<file path="config.mk">
export PLATFORM = sky130hd
export DESIGN_NAME = lsu_axi_lite
export DESIGN_NICKNAME = d
export VERILOG_FILES = /design/src/rtl/single_cycle_defs.sv /design/src/rtl/lsu_align.sv /design/src/rtl/lsu_axi_lite.sv
export SDC_FILE = /design/constraint.sdc
export NUM_CORES = 1
export LEC_CHECK = 0
export ABC_AREA = 0
export CAP_MARGIN = 5
export CORE_ASPECT_RATIO = 0.75
export CORE_MARGIN = 4
export CORE_UTILIZATION = 50
export DETAILED_ROUTE_END_ITERATION = 10
export DONT_BUFFER_PORTS = 1
export GPL_TIMING_DRIVEN = 1
export PLACE_DENSITY = 0.68
export SETUP_SLACK_MARGIN = 0.5
export SLEW_MARGIN = 20
export SYNTH_ARGS = -nofsm -noshare
export SYNTH_HDL_FRONTEND = slang
export SYNTH_HIERARCHICAL = 1
export SYNTH_SLANG_ARGS = --single-unit
</file>
<file path="constraint.sdc">
create_clock -name clk -period 4.71 [get_ports clk]
set_input_delay 1.1775 -clock clk [delete_from_list [all_inputs] [get_ports clk]]
set_output_delay 1.1775 -clock clk [all_outputs]
set_load 0.05 [all_outputs]
</file>
<file path="src/rtl/single_cycle_defs.sv">
// Shared definitions for the single-cycle core: load/store unit states and
// the memory access size codes carried in funct3.
package single_cycle_defs;

  typedef enum logic [2:0] {
    LSU_IDLE    = 3'd0,
    LSU_WR_REQ  = 3'd1,
    LSU_WR_RESP = 3'd2,
    LSU_RD_REQ  = 3'd3,
    LSU_RD_RESP = 3'd4,
    LSU_DONE    = 3'd5
  } lsu_state_e;

  typedef enum logic [2:0] {
    MEM_B  = 3'b000,
    MEM_H  = 3'b001,
    MEM_W  = 3'b010,
    MEM_BU = 3'b100,
    MEM_HU = 3'b101
  } mem_size_e;

  localparam logic [1:0] AXI_RESP_OKAY = 2'b00;

  // Unknown size codes are treated as misaligned so they never reach the bus.
  function automatic logic access_misaligned(input logic [2:0] f3, input logic [1:0] lo);
    logic mis;
    case (f3)
      MEM_B, MEM_BU: mis = 1'b0;
      MEM_H, MEM_HU: mis = lo[0];
      MEM_W:         mis = (lo != 2'b00);
      default:       mis = 1'b1;
    endcase
    return mis;
  endfunction

endpackage

</file>
<file path="src/rtl/lsu_align.sv">
// Byte-lane steering for the load/store unit: store strobe and lane
// replication, load lane extraction with sign/zero extension.
module lsu_align
  import single_cycle_defs::*;
(
  input  logic [2:0]  st_funct3,
  input  logic [1:0]  st_addr_lo,
  input  logic [31:0] store_data,
  input  logic [2:0]  ld_funct3,
  input  logic [1:0]  ld_addr_lo,
  input  logic [31:0] rdata,
  output logic [3:0]  wstrb,
  output logic [31:0] wdata,
  output logic [31:0] load_fmt,
  output logic        misalign
);

  logic [7:0]  byte_s;
  logic [15:0] half_s;

  assign misalign = access_misaligned(st_funct3, st_addr_lo);

  // Store strobe and data replicated across every lane the size can occupy.
  always_comb begin
    wstrb = 4'h0;
    wdata = 32'h0000_0000;
    case (st_funct3)
      MEM_B, MEM_BU: begin
        wstrb = 4'b0001 << st_addr_lo;
        wdata = {4{store_data[7:0]}};
      end
      MEM_H, MEM_HU: begin
        wstrb = 4'b0011 << st_addr_lo;
        wdata = {2{store_data[15:0]}};
      end
      MEM_W: begin
        wstrb = 4'hF;
        wdata = store_data;
      end
      default: begin
        wstrb = 4'h0;
        wdata = 32'h0000_0000;
      end
    endcase
  end

  // Lane selection for loads.
  always_comb begin
    byte_s = 8'h00;
    case (ld_addr_lo)
      2'd0:    byte_s = rdata[7:0];
      2'd1:    byte_s = rdata[15:8];
      2'd2:    byte_s = rdata[23:16];
      default: byte_s = rdata[31:24];
    endcase
    if (ld_addr_lo[1]) begin
      half_s = rdata[31:16];
    end else begin
      half_s = rdata[15:0];
    end
  end

  // Extension to the register width.
  always_comb begin
    load_fmt = 32'h0000_0000;
    case (ld_funct3)
      MEM_B:   load_fmt = {{24{byte_s[7]}}, byte_s};
      MEM_BU:  load_fmt = {24'h00_0000, byte_s};
      MEM_H:   load_fmt = {{16{half_s[15]}}, half_s};
      MEM_HU:  load_fmt = {16'h0000, half_s};
      MEM_W:   load_fmt = rdata;
      default: load_fmt = 32'h0000_0000;
    endcase
  end

endmodule

</file>
<file path="src/rtl/lsu_axi_lite.sv">
// Load/store unit bridging the core's memory stage onto an AXI4-Lite master
// port; stalls the pipeline until the single transaction completes.
module lsu_axi_lite
  import single_cycle_defs::*;
#(
  parameter int         ADDR_W = 32,
  parameter logic [2:0] PROT   = 3'b000
) (
  input  logic              clk,
  input  logic              rst_n,
  input  logic              mem_read,
  input  logic              mem_write,
  input  logic [2:0]        funct3,
  input  logic [31:0]       addr,
  input  logic [31:0]       store_data,
  output logic [31:0]       load_data,
  output logic              lsu_stall,
  output logic              misalign_err,
  output logic              bus_err,
  output logic [ADDR_W-1:0] m_awaddr,
  output logic [2:0]        m_awprot,
  output logic              m_awvalid,
  input  logic              m_awready,
  output logic [31:0]       m_wdata,
  output logic [3:0]        m_wstrb,
  output logic              m_wvalid,
  input  logic              m_wready,
  input  logic [1:0]        m_bresp,
  input  logic              m_bvalid,
  output logic              m_bready,
  output logic [ADDR_W-1:0] m_araddr,
  output logic [2:0]        m_arprot,
  output logic              m_arvalid,
  input  logic              m_arready,
  input  logic [31:0]       m_rdata,
  input  logic [1:0]        m_rresp,
  input  logic              m_rvalid,
  output logic              m_rready
);

  lsu_state_e  state_r, next_state_s;
  logic        aw_done_r, w_done_r;
  logic [31:0] addr_r;
  logic [2:0]  funct3_r;
  logic [3:0]  wstrb_r;
  logic [31:0] wdata_r;
  logic [31:0] load_data_r;
  logic        misalign_err_r, bus_err_r;

  logic        awvalid_s, wvalid_s, aw_hs_s, w_hs_s;
  logic [3:0]  align_wstrb_s;
  logic [31:0] align_wdata_s, align_load_s;
  logic        misalign_s;

  lsu_align u_align (
    .st_funct3  (funct3),
    .st_addr_lo (addr[1:0]),
    .store_data (store_data),
    .ld_funct3  (funct3_r),
    .ld_addr_lo (addr_r[1:0]),
    .rdata      (m_rdata),
    .wstrb      (align_wstrb_s),
    .wdata      (align_wdata_s),
    .load_fmt   (align_load_s),
    .misalign   (misalign_s)
  );

  // Valids come from registered state only, never from the slave's ready.
  assign awvalid_s = (state_r == LSU_WR_REQ) && !aw_done_r;
  assign wvalid_s  = (state_r == LSU_WR_REQ) && !w_done_r;
  assign aw_hs_s   = awvalid_s && m_awready;
  assign w_hs_s    = wvalid_s && m_wready;

  assign m_awaddr  = ADDR_W'({addr_r[31:2], 2'b00});
  assign m_araddr  = ADDR_W'({addr_r[31:2], 2'b00});
  assign m_awprot  = PROT;
  assign m_arprot  = PROT;
  assign m_awvalid = awvalid_s;
  assign m_wvalid  = wvalid_s;
  assign m_wdata   = wdata_r;
  assign m_wstrb   = wstrb_r;
  assign m_bready  = (state_r == LSU_WR_RESP);
  assign m_arvalid = (state_r == LSU_RD_REQ);
  assign m_rready  = (state_r == LSU_RD_RESP);

  assign lsu_stall    = (mem_read || mem_write) && (state_r != LSU_DONE);
  assign load_data    = load_data_r;
  assign misalign_err = misalign_err_r;
  assign bus_err      = bus_err_r;

  // Next-state logic.
  always_comb begin
    next_state_s = state_r;
    case (state_r)
      LSU_IDLE: begin
        if ((mem_read || mem_write) && misalign_s) begin
          next_state_s = LSU_DONE;
        end else if (mem_write) begin
          next_state_s = LSU_WR_REQ;
        end else if (mem_read) begin
          next_state_s = LSU_RD_REQ;
        end else begin
          next_state_s = LSU_IDLE;
        end
      end
      LSU_WR_REQ: begin
        if ((aw_done_r || aw_hs_s) && (w_done_r || w_hs_s)) begin
          next_state_s = LSU_WR_RESP;
        end else begin
          next_state_s = LSU_WR_REQ;
        end
      end
      LSU_WR_RESP: begin
        if (m_bvalid) begin
          next_state_s = LSU_DONE;
        end else begin
          next_state_s = LSU_WR_RESP;
        end
      end
      LSU_RD_REQ: begin
        if (m_arready) begin
          next_state_s = LSU_RD_RESP;
        end else begin
          next_state_s = LSU_RD_REQ;
        end
      end
      LSU_RD_RESP: begin
        if (m_rvalid) begin
          next_state_s = LSU_DONE;
        end else begin
          next_state_s = LSU_RD_RESP;
        end
      end
      LSU_DONE: next_state_s = LSU_IDLE;
      default:  next_state_s = LSU_IDLE;
    endcase
  end

  // State register.
  always_ff @(posedge clk) begin
    if (!rst_n) begin
      state_r <= LSU_IDLE;
    end else begin
      state_r <= next_state_s;
    end
  end

  // Request capture, handshake tracking, load result and error pulses.
  always_ff @(posedge clk) begin
    if (!rst_n) begin
      aw_done_r      <= 1'b0;
      w_done_r       <= 1'b0;
      addr_r         <= 32'h0000_0000;
      funct3_r       <= 3'b000;
      wstrb_r        <= 4'h0;
      wdata_r        <= 32'h0000_0000;
      load_data_r    <= 32'h0000_0000;
      misalign_err_r <= 1'b0;
      bus_err_r      <= 1'b0;
    end else begin
      misalign_err_r <= 1'b0;
      bus_err_r      <= 1'b0;
      case (state_r)
        LSU_IDLE: begin
          if (mem_read || mem_write) begin
            addr_r    <= addr;
            funct3_r  <= funct3;
            wstrb_r   <= align_wstrb_s;
            wdata_r   <= align_wdata_s;
            aw_done_r <= 1'b0;
            w_done_r  <= 1'b0;
            if (misalign_s) begin
              misalign_err_r <= 1'b1;
              if (mem_read) begin
                load_data_r <= 32'h0000_0000;
              end
            end
          end
        end
        LSU_WR_REQ: begin
          aw_done_r <= aw_done_r || aw_hs_s;
          w_done_r  <= w_done_r || w_hs_s;
        end
        LSU_WR_RESP: begin
          if (m_bvalid && (m_bresp != AXI_RESP_OKAY)) begin
            bus_err_r <= 1'b1;
          end
        end
        LSU_RD_RESP: begin
          if (m_rvalid) begin
            if (m_rresp != AXI_RESP_OKAY) begin
              bus_err_r   <= 1'b1;
              load_data_r <= 32'h0000_0000;
            end else begin
              load_data_r <= align_load_s;
            end
          end
        end
        default: begin
          aw_done_r <= aw_done_r;
        end
      endcase
    end
  end

endmodule

</file>
==> metrics, run 1 <==
commonest non-fill, non-tap cell in the layout nand2_1; largest net degree at the start of global routing 111; # setup viols final 0; EDFF count, synth 0; number of diodes 0; boundary pin count 258; Total GRT Usage 21.30%; CTS tree yes; Cell Count Post-Placement 841; Post-CTS Hold Buffers 0; commonest cells after routing, fill and taps aside 190 x nand2_1, 109 x dfxtp_1, 69 x a21boi_1; CP Launch Type flip-flop; core box area 12260 um2; worst min path class flip-flop to flip-flop; die area 14390 um2; cell taking the most area after synthesis dfxtp_1; Final period util 73.32%; Inserted Clock Buffers 9; Leakage 2.122 nW; Synth cell types 55; CP Class flip-flop to output pin; fin util 48.95%; global route overflow 0; YS warnings 6; Worst-Margin Slew 0.9916 ns; reg2reg setup slack 2.05 ns; initial DRC count 472; H-tree levels 3; Layout area overhead -4.117%; Worst slew margin 33.80%; detailed-route DRC error count 0; maximum vdd drop 0.0003571 V; FF+latch count, synth 110; initial antenna violation count 0; RSZ-0062 raised after global routing no; WL/cell 18.65 um; CTS sink cnt 110; Final Hold Viols 0; setup bufs post-CTS 0; post-synthesis cell area 6260 um2; ys async rst share 0%; Nets 799; sequential fraction of the synthesis area 35.18%; Syn Area/Cell 7.894 um2; vias 5124; Max clock buf depth 2; clock latency on the worst-skew pair 0.34 ns; status finished clean; clock transition at the registers of the reported paths 0.07 ns; Die Height 104.9 um; CP required 3.53 ns; dpl hpwl 11390 um; CP Max Fanout 11; fillers 1194; cells after synthesis 793; TNS Setup 0 ns; crit path time final 3.453 ns; FF+latch area 2203 um2; num rows 35; GPL Wtd Cong 0.9481; post-synth top area share 35.18%; Cell Pwr Density 487.6 nW/um2; Final Max Slew Viols 0; root buf cell clkbuf_16; Die Wd 137.2 um; initial core utilization 51.05%; Worst EP arrival 2.28 ns; mean number of vias per cell 5.986; skew final 0.004832 ns; fmax 289.6 MHz; share of cells above drive strength 1 7.101%; post-route ant nets 0; first-pass GRT wire length 24840 um; Main synth FF type dfxtp_1; Max-Cap Viols 0; routed wire length 15960 um; Post-Layout Cell Count 856; top cells by area, synth dfxtp_1 35%, nand2_1 11%, buf_4 9.1%; number of port buffers 0; first-pass detailed-route iteration total 5; multi-input logic area 3206 um2; Worst Setup End Kind output pin; vias in the first global route 4680; Resized cells post-CTS 0
==> synthesized netlist by cell type (all sizes together) (2+ instances only) <==
cell and n:
a22oi 19, nand2 190, and3 2, and2 8
o21a 2, buf 107, nand3 33, inv 3
nor2 21, nand2b 4, nor2b 15, mux2i 7
nor4b 4, o31a 2, a211oi 18, a21o 8
nor3b 3, a211o 3, o21ai 53, o31ai 6
a21boi 72, mux4 4, nor3 2, mux2 14
clkbuf 28, dfxtp 110, a21oi 39
==> worst paths after layout <==
path	startpoint	to	cells past startpoint
min	w_done_r	w_done_r	2
max	state_r[0]	m_awvalid	3
max reg2reg	state_r[2]	load_data[10]	4
min reg2reg	w_done_r	w_done_r	2
==> report_power, final <==
part / switching [mW] / total [mW] / internal, mW
combinational: 0.402 / 0.629 / 0.226
sequential: 0.494 / 1.51 / 1.01
clock: 0.328 / 0.789 / 0.461
==> area by class of cell <==
cell class	count	share of cell area, %
repair buffers	9	1.188
flip-flops and latches	110	36.71
multi-input cells	554	53.41
inverters	3	0.1876
clock buffers	10	3.815
well taps	166	3.460
clock inverters	4	1.230
==> worst max-delay path, stage by stage, from the launching register on <==
cell and delay (ns):
dfxtp_1 0.65, inv_1 0.20, or3_1 0.38, nor2_1 0.71
==> cell families (layout without fill, tap and decap cells) <==
kind of cell / Yosys count / after routing / synth area share [%]
other cells: 1 / 10 / 0.05991
buf+inv: 138 / 26 / 14.47
mux: 25 / 25 / 5.257
simple gates: 286 / 286 / 20.13
flops: 110 / 110 / 35.18
compound gates: 233 / 233 / 24.91
==> registers in the layout, summed over array words and instances, names as in the netlist <==
name and cells:
addr_r 32, aw_done_r 1, bus_err 1, funct3_r 3, load_data 32, m_wdata 32, m_wstrb 4, misalign_err 1
state_r 3, w_done_r 1
==> through the flow <==
step | total power [mW] | worst slack [ns] | area (um2) | hold WS (ns)
2_1_floorplan | 2.192 | 1.468 | 6294 | 0.4423
3_3_place_gp | 2.130 | 1.737 | 5685 | 0.5053
3_5_place_dp | 2.147 | 1.635 | 5685 | 0.5141
4_1_cts | 2.946 | 1.255 | 5988 | 0.5506
5_1_grt | 3.072 | 1.139 | 6002 | 0.6064
6_report | 2.927 | 1.257 | 6002 | 0.5560
==> metal layers <==
metal,vias up,GRT usage [%],share of wire [%]
li1,2427,-,-
met1,2405,27.31,41
met2,265,33.48,46
met5,-,0,0
met3,27,8.277,12
met4,0,5.556,1.6
Power figures use the tool's default switching activity.
==> run 2, diff against run 1 <==
--- a/config.mk
+++ b/config.mk
@@ -13,7 +13,7 @@
 export DETAILED_ROUTE_END_ITERATION = 10
 export DONT_BUFFER_PORTS = 1
 export GPL_TIMING_DRIVEN = 1
-export PLACE_DENSITY = 0.68
+export PLACE_DENSITY = 0.71
 export SETUP_SLACK_MARGIN = 0.5
 export SLEW_MARGIN = 20
 export SYNTH_ARGS = -nofsm -noshare
==> constraint.sdc (replaced) <==
create_clock -name clk -period 3.1 [get_ports clk]
set_input_delay 0.775 -clock clk [delete_from_list [all_inputs] [get_ports clk]]
set_output_delay 0.775 -clock clk [all_outputs]
set_load 0.05 [all_outputs]
==> metrics, run 2 (same netlist as run 1, synthesis figures left out) <==
Final Hold Viols 0 (unchanged); commonest cells after routing, fill and taps aside 190 x nand2_1, 109 x dfxtp_1, 69 x a21boi_1; Inserted Clock Buffers 9 (unchanged); WL/cell 19.01 um (+1.9%); worst min path class flip-flop to flip-flop; Worst slew margin 32.50% (-1.3 points); first-pass GRT wire length 25540 um (+2.8%); TNS Setup 0 ns (unchanged); switching pwr 1.885 mW (+54%); initial antenna violation count 0 (unchanged); dpl hpwl 11870 um (+4.2%); clock transition at the registers of the reported paths 0.07 ns (about the same); number of port buffers 0 (unchanged); Worst EP arrival 1.64 ns (-0.64 ns); number of diodes 0 (unchanged); clock latency on the worst-skew pair 0.34 ns (about the same); vias 5071 (-1.0%); commonest non-fill, non-tap cell in the layout nand2_1; boundary pin count 258 (unchanged); Internal Power 2.489 mW (+46%); # setup viols final 0 (unchanged); DP Area 5771 um2 (+1.5%); root buf cell clkbuf_16; pre-CTS setup slack 0.6748 ns (-0.9600 ns); H-tree levels 3 (unchanged); Worst Slack Setup Final 0.6851 ns (-0.5716 ns); die area 14390 um2 (unchanged); status finished clean; first-pass detailed-route iteration total 6 (+1); fmax 414.1 MHz; Layout area overhead -3.478%; CTS sink cnt 110 (unchanged); num rows 35 (unchanged); routed wire length 16440 um (+3.0%); Combinational Power Share 23.3% (+1.8 points); skew final 0.007882 ns (+0.003050 ns); CTS tree yes; initial DRC count 356 (-25%); post-route cell area 6042 um2 (+0.67%); CP Class flip-flop to output pin; Worst Setup End Kind output pin; clock share of power 24.5% (-2.5 points); mean number of vias per cell 5.862 (-2.1%); maximum vdd drop 0.0003967 V (+11%); Cell Pwr Density 724.0 nW/um2 (+48%); sequential share of power 52.2% (+0.6 points); Leakage 2.145 nW (+1.1%); CP Max Fanout 8 (-3); RSZ-0062 raised after global routing no; crit path time final 2.415 ns; Die Height 104.9 um (unchanged); CP required 2.32 ns (-1.21 ns); GPL Wtd Cong 0.9215 (-2.8%); sw frac 43.10% (+1.2 points); Max clock buf depth 2 (unchanged); global route overflow 0 (unchanged); detailed-route DRC error count 0 (unchanged); Worst-Margin Slew 1.011 ns (+0.01956 ns); post-route ant nets 0 (unchanged); share of cells above drive strength 1 7.868% (+0.77 points); CP Launch Type flip-flop; Final Max Slew Viols 0 (unchanged); Hold WS 0.5254 ns (-0.03068 ns); largest net degree at the start of global routing 111 (unchanged); Die Wd 137.2 um (unchanged); vias in the first global route 4745 (+1.4%); Nets 806 (+0.88%); Total GRT Usage 22.07% (+0.77 points); core box area 12260 um2 (unchanged); Final period util 77.90%; Max-Cap Viols 0 (unchanged); initial core utilization 51.05% (unchanged)
[run 2: cell types whose count changed in the layout (fill, tap and decap cells not counted), sizes merged]
cell / previous run / this run
clkinvlp: 0 / 2
bufinv: 2 / 0
clkbuf: 10 / 13
buf: 9 / 16
clkinv: 2 / 1
[run 2: stage by stage]
step	power [mW]	instances	utilization [%]
after CTS	4.409	865	49.28
after global placement	3.291	849	47.06
after detailed placement	3.328	849	47.06
final	4.374	865	49.28
after floorplan	3.331	802	-
after global routing	4.608	865	49.28
[run 2: layout make-up]
cell class | instances | area, um2
fillers | 1177 | 6220
multi-input cells | 554 | 3204
flip-flops and latches | 110 | 2203
clock buffers | 13 | 250.2
well taps | 166 | 207.7
repair buffers | 16 | 145.1
clock inverters | 3 | 20.02
inverters | 3 | 11.26
[run 2: critical path, stage by stage (launching register included)]
cell     delay, ns
dfxtp_1       0.57
inv_1         0.23
nor3_1        0.26
buf_4         0.24
[run 2: timing repair]
item	in CTS	in global routing
setup endpoints to repair	2	0
setup buffers	0	0
hold buffers	0	0
gates resized for setup	1	0
[run 2: per-layer routing]
layer / up-vias / GRT usage [%] / share of wire, %
met4: 0 / 6.054 / 2.0
li1: 2439 / - / -
met3: 32 / 8.951 / 11
met1: 2338 / 27.92 / 41
met5: - / 0 / 0
met2: 262 / 34.71 / 45
[run 2: power by group through the flow]
stage               logic (mW)  clock network, mW  registers (mW)
global route              1.13               1.17            2.31
CTS                       1.01               1.11            2.29
detailed placement        1.01                  0            2.32
finish                    1.02               1.07            2.29
floorplan                 1.50                  0            1.83
global placement         0.979                  0            2.31
[run 2: path summary, 6_finish.rpt]
check	from	to	slack, ns	depth (start not counted)
worst max-delay path	state_r[1]	m_arvalid	0.69	3
worst min-delay path	aw_done_r	aw_done_r	0.53	2
worst max register to register	addr_r[0]	load_data[20]	0.76	6
worst min register to register	aw_done_r	aw_done_r	0.53	2
==> run 3, diff against run 2 <==
==> constraint.sdc (replaced) <==
create_clock -name clk -period 2.14 [get_ports clk]
set_input_delay 0.535 -clock clk [delete_from_list [all_inputs] [get_ports clk]]
set_output_delay 0.535 -clock clk [all_outputs]
set_load 0.05 [all_outputs]
==> metrics, run 3 (same netlist as run 1, synthesis figures left out) <==
initial core utilization 51.05% (unchanged); boundary pin count 258 (unchanged); dpl hpwl 12280 um (+3.5%); largest net degree at the start of global routing 111 (unchanged); worst min path class primary input to flip-flop; root buf cell clkbuf_16; TNS Setup 0 ns (unchanged); CP Launch Type flip-flop; mean number of vias per cell 6.146 (+4.8%); # setup viols final 0 (unchanged); RSZ-0062 raised after global routing yes; number of port buffers 0 (unchanged); CP required 1.60 ns (-0.72 ns); routed wire length 21390 um (+30%); Final Max Slew Viols 0 (unchanged); wire length on met3 2997 um (+60%); maximum vdd drop 0.0005523 V (+39%); WL/cell 22.59 um (+19%); initial DRC count 777 (+120%); FF+latch area 2218 um2 (+0.68%); routed wl met2 9388 um (+26%); commonest non-fill, non-tap cell in the layout nand2_1; GPL Wtd Cong 0.9476 (+2.8%); fillers 1084 (-7.9%); Worst Setup End Kind output pin; H-tree levels 3 (unchanged); Die Wd 137.2 um (unchanged); Leakage 2.745 nW (+28%); clock transition at the registers of the reported paths 0.07 ns (about the same); detailed-route DRC error count 0 (unchanged); first-pass detailed-route iteration total 6 (unchanged); Final period util 91.02%; core box area 12260 um2 (unchanged); num rows 35 (unchanged); Inserted Clock Buffers 9 (unchanged); Max clock buf depth 2 (unchanged); vias in the first global route 5293 (+12%); commonest cells after routing, fill and taps aside 189 x nand2_1, 103 x dfxtp_1, 70 x a21boi_1; share of cells above drive strength 1 19.87% (+12 points); global route overflow 0 (unchanged); crit path time final 1.948 ns; post-route ant nets 0 (unchanged); Cell Pwr Density 1027 nW/um2 (+42%); Post-CTS Hold Buffers 0 (unchanged); die area 14390 um2 (unchanged); CP Class flip-flop to output pin; vias 5820 (+15%); DR top layer met4; clock latency on the worst-skew pair 0.34 ns (about the same); Total GRT Usage 25.42% (+3.4 points); Worst-Margin Slew 0.7036 ns (-0.3075 ns); fin util 58.97% (+9.7 points); skew final 0.007081 ns (-0.0008007 ns); CTS sink cnt 110 (unchanged); initial antenna violation count 1 (+1); Die Height 104.9 um (unchanged); fmax 513.4 MHz; Nets 888 (+10%); status finished clean; CP Max Fanout 5 (-3); Layout area overhead 15.51%; Worst EP arrival 1.41 ns (-0.23 ns); first-pass GRT wire length 29240 um (+14%); Worst slew margin 52.99% (+20 points); Max-Cap Viols 0 (unchanged); multi-input logic area 3303 um2 (+3.1%); Final Hold Viols 0 (unchanged); routed length on met1 8383 um (+23%); CTS tree yes; Tot Pwr 7.427 mW (+70%)
==> run 3: repair_timing <==
action                                  in CTS  in global routing
gates cloned                                 8                 15
gates resized for setup                     41                 24
endpoints found under the setup margin     112                115
pin swaps                                    7                 13
setup buffers                               14                  6
==> run 3: worst max-delay path, cell delays in order (launching register included) <==
cell and delay [ns]:
dfxtp_4 0.37, or3_4 0.41, nor2_4 0.29
==> run 3: worst paths after layout <==
check              from         end  slack [ns]  cells past startpoint
max          state_r[1]    m_wvalid        0.19                      2
min               rst_n  state_r[2]        0.32                      2
max reg2reg  state_r[2]  state_r[1]        0.30                      7
min reg2reg  addr_r[11]  addr_r[11]        0.45                      2
==> run 3: layout make-up <==
type                            count  share of cell area (%)
Timing Repair Buffer               97                   16.82
Tap cell                          166                   2.872
Sequential cell                   110                   30.68
Clock buffer                       12                   3.409
Multi-Input combinational cell    555                   45.68
Clock inverter                      3                  0.2942
Antenna cell                        1                 0.03461
Inverter                            3                  0.2076
==> run 3: report_power, final <==
group          switching, mW  internal (mW)
Combinational           2.01           1.22
Sequential             0.404           2.24
Clock                  0.737          0.818
Total                   3.15           4.27
==> run 3: layer usage <==
metal	track usage, %	up-vias
li1	-	2630
met1	33.53	2679
met2	38.77	434
met3	9.336	77
met4	7.621	0
met5	0	-
==> run 3: metrics by stage <==
step / cells / hold slack [ns] / cell area (um2) / setup WS [ns]
finish: 947 / 0.3153 / 7231 / 0.1922
global route: 947 / 0.3038 / 7231 / 0.1468
CTS: 925 / 0.3070 / 6822 / 0.1506
detailed placement: 888 / 0.4461 / 6123 / 0.2140
global placement: 888 / 0.4405 / 6123 / 0.3171
floorplan: 802 / 0.4423 / 6406 / 0.3121
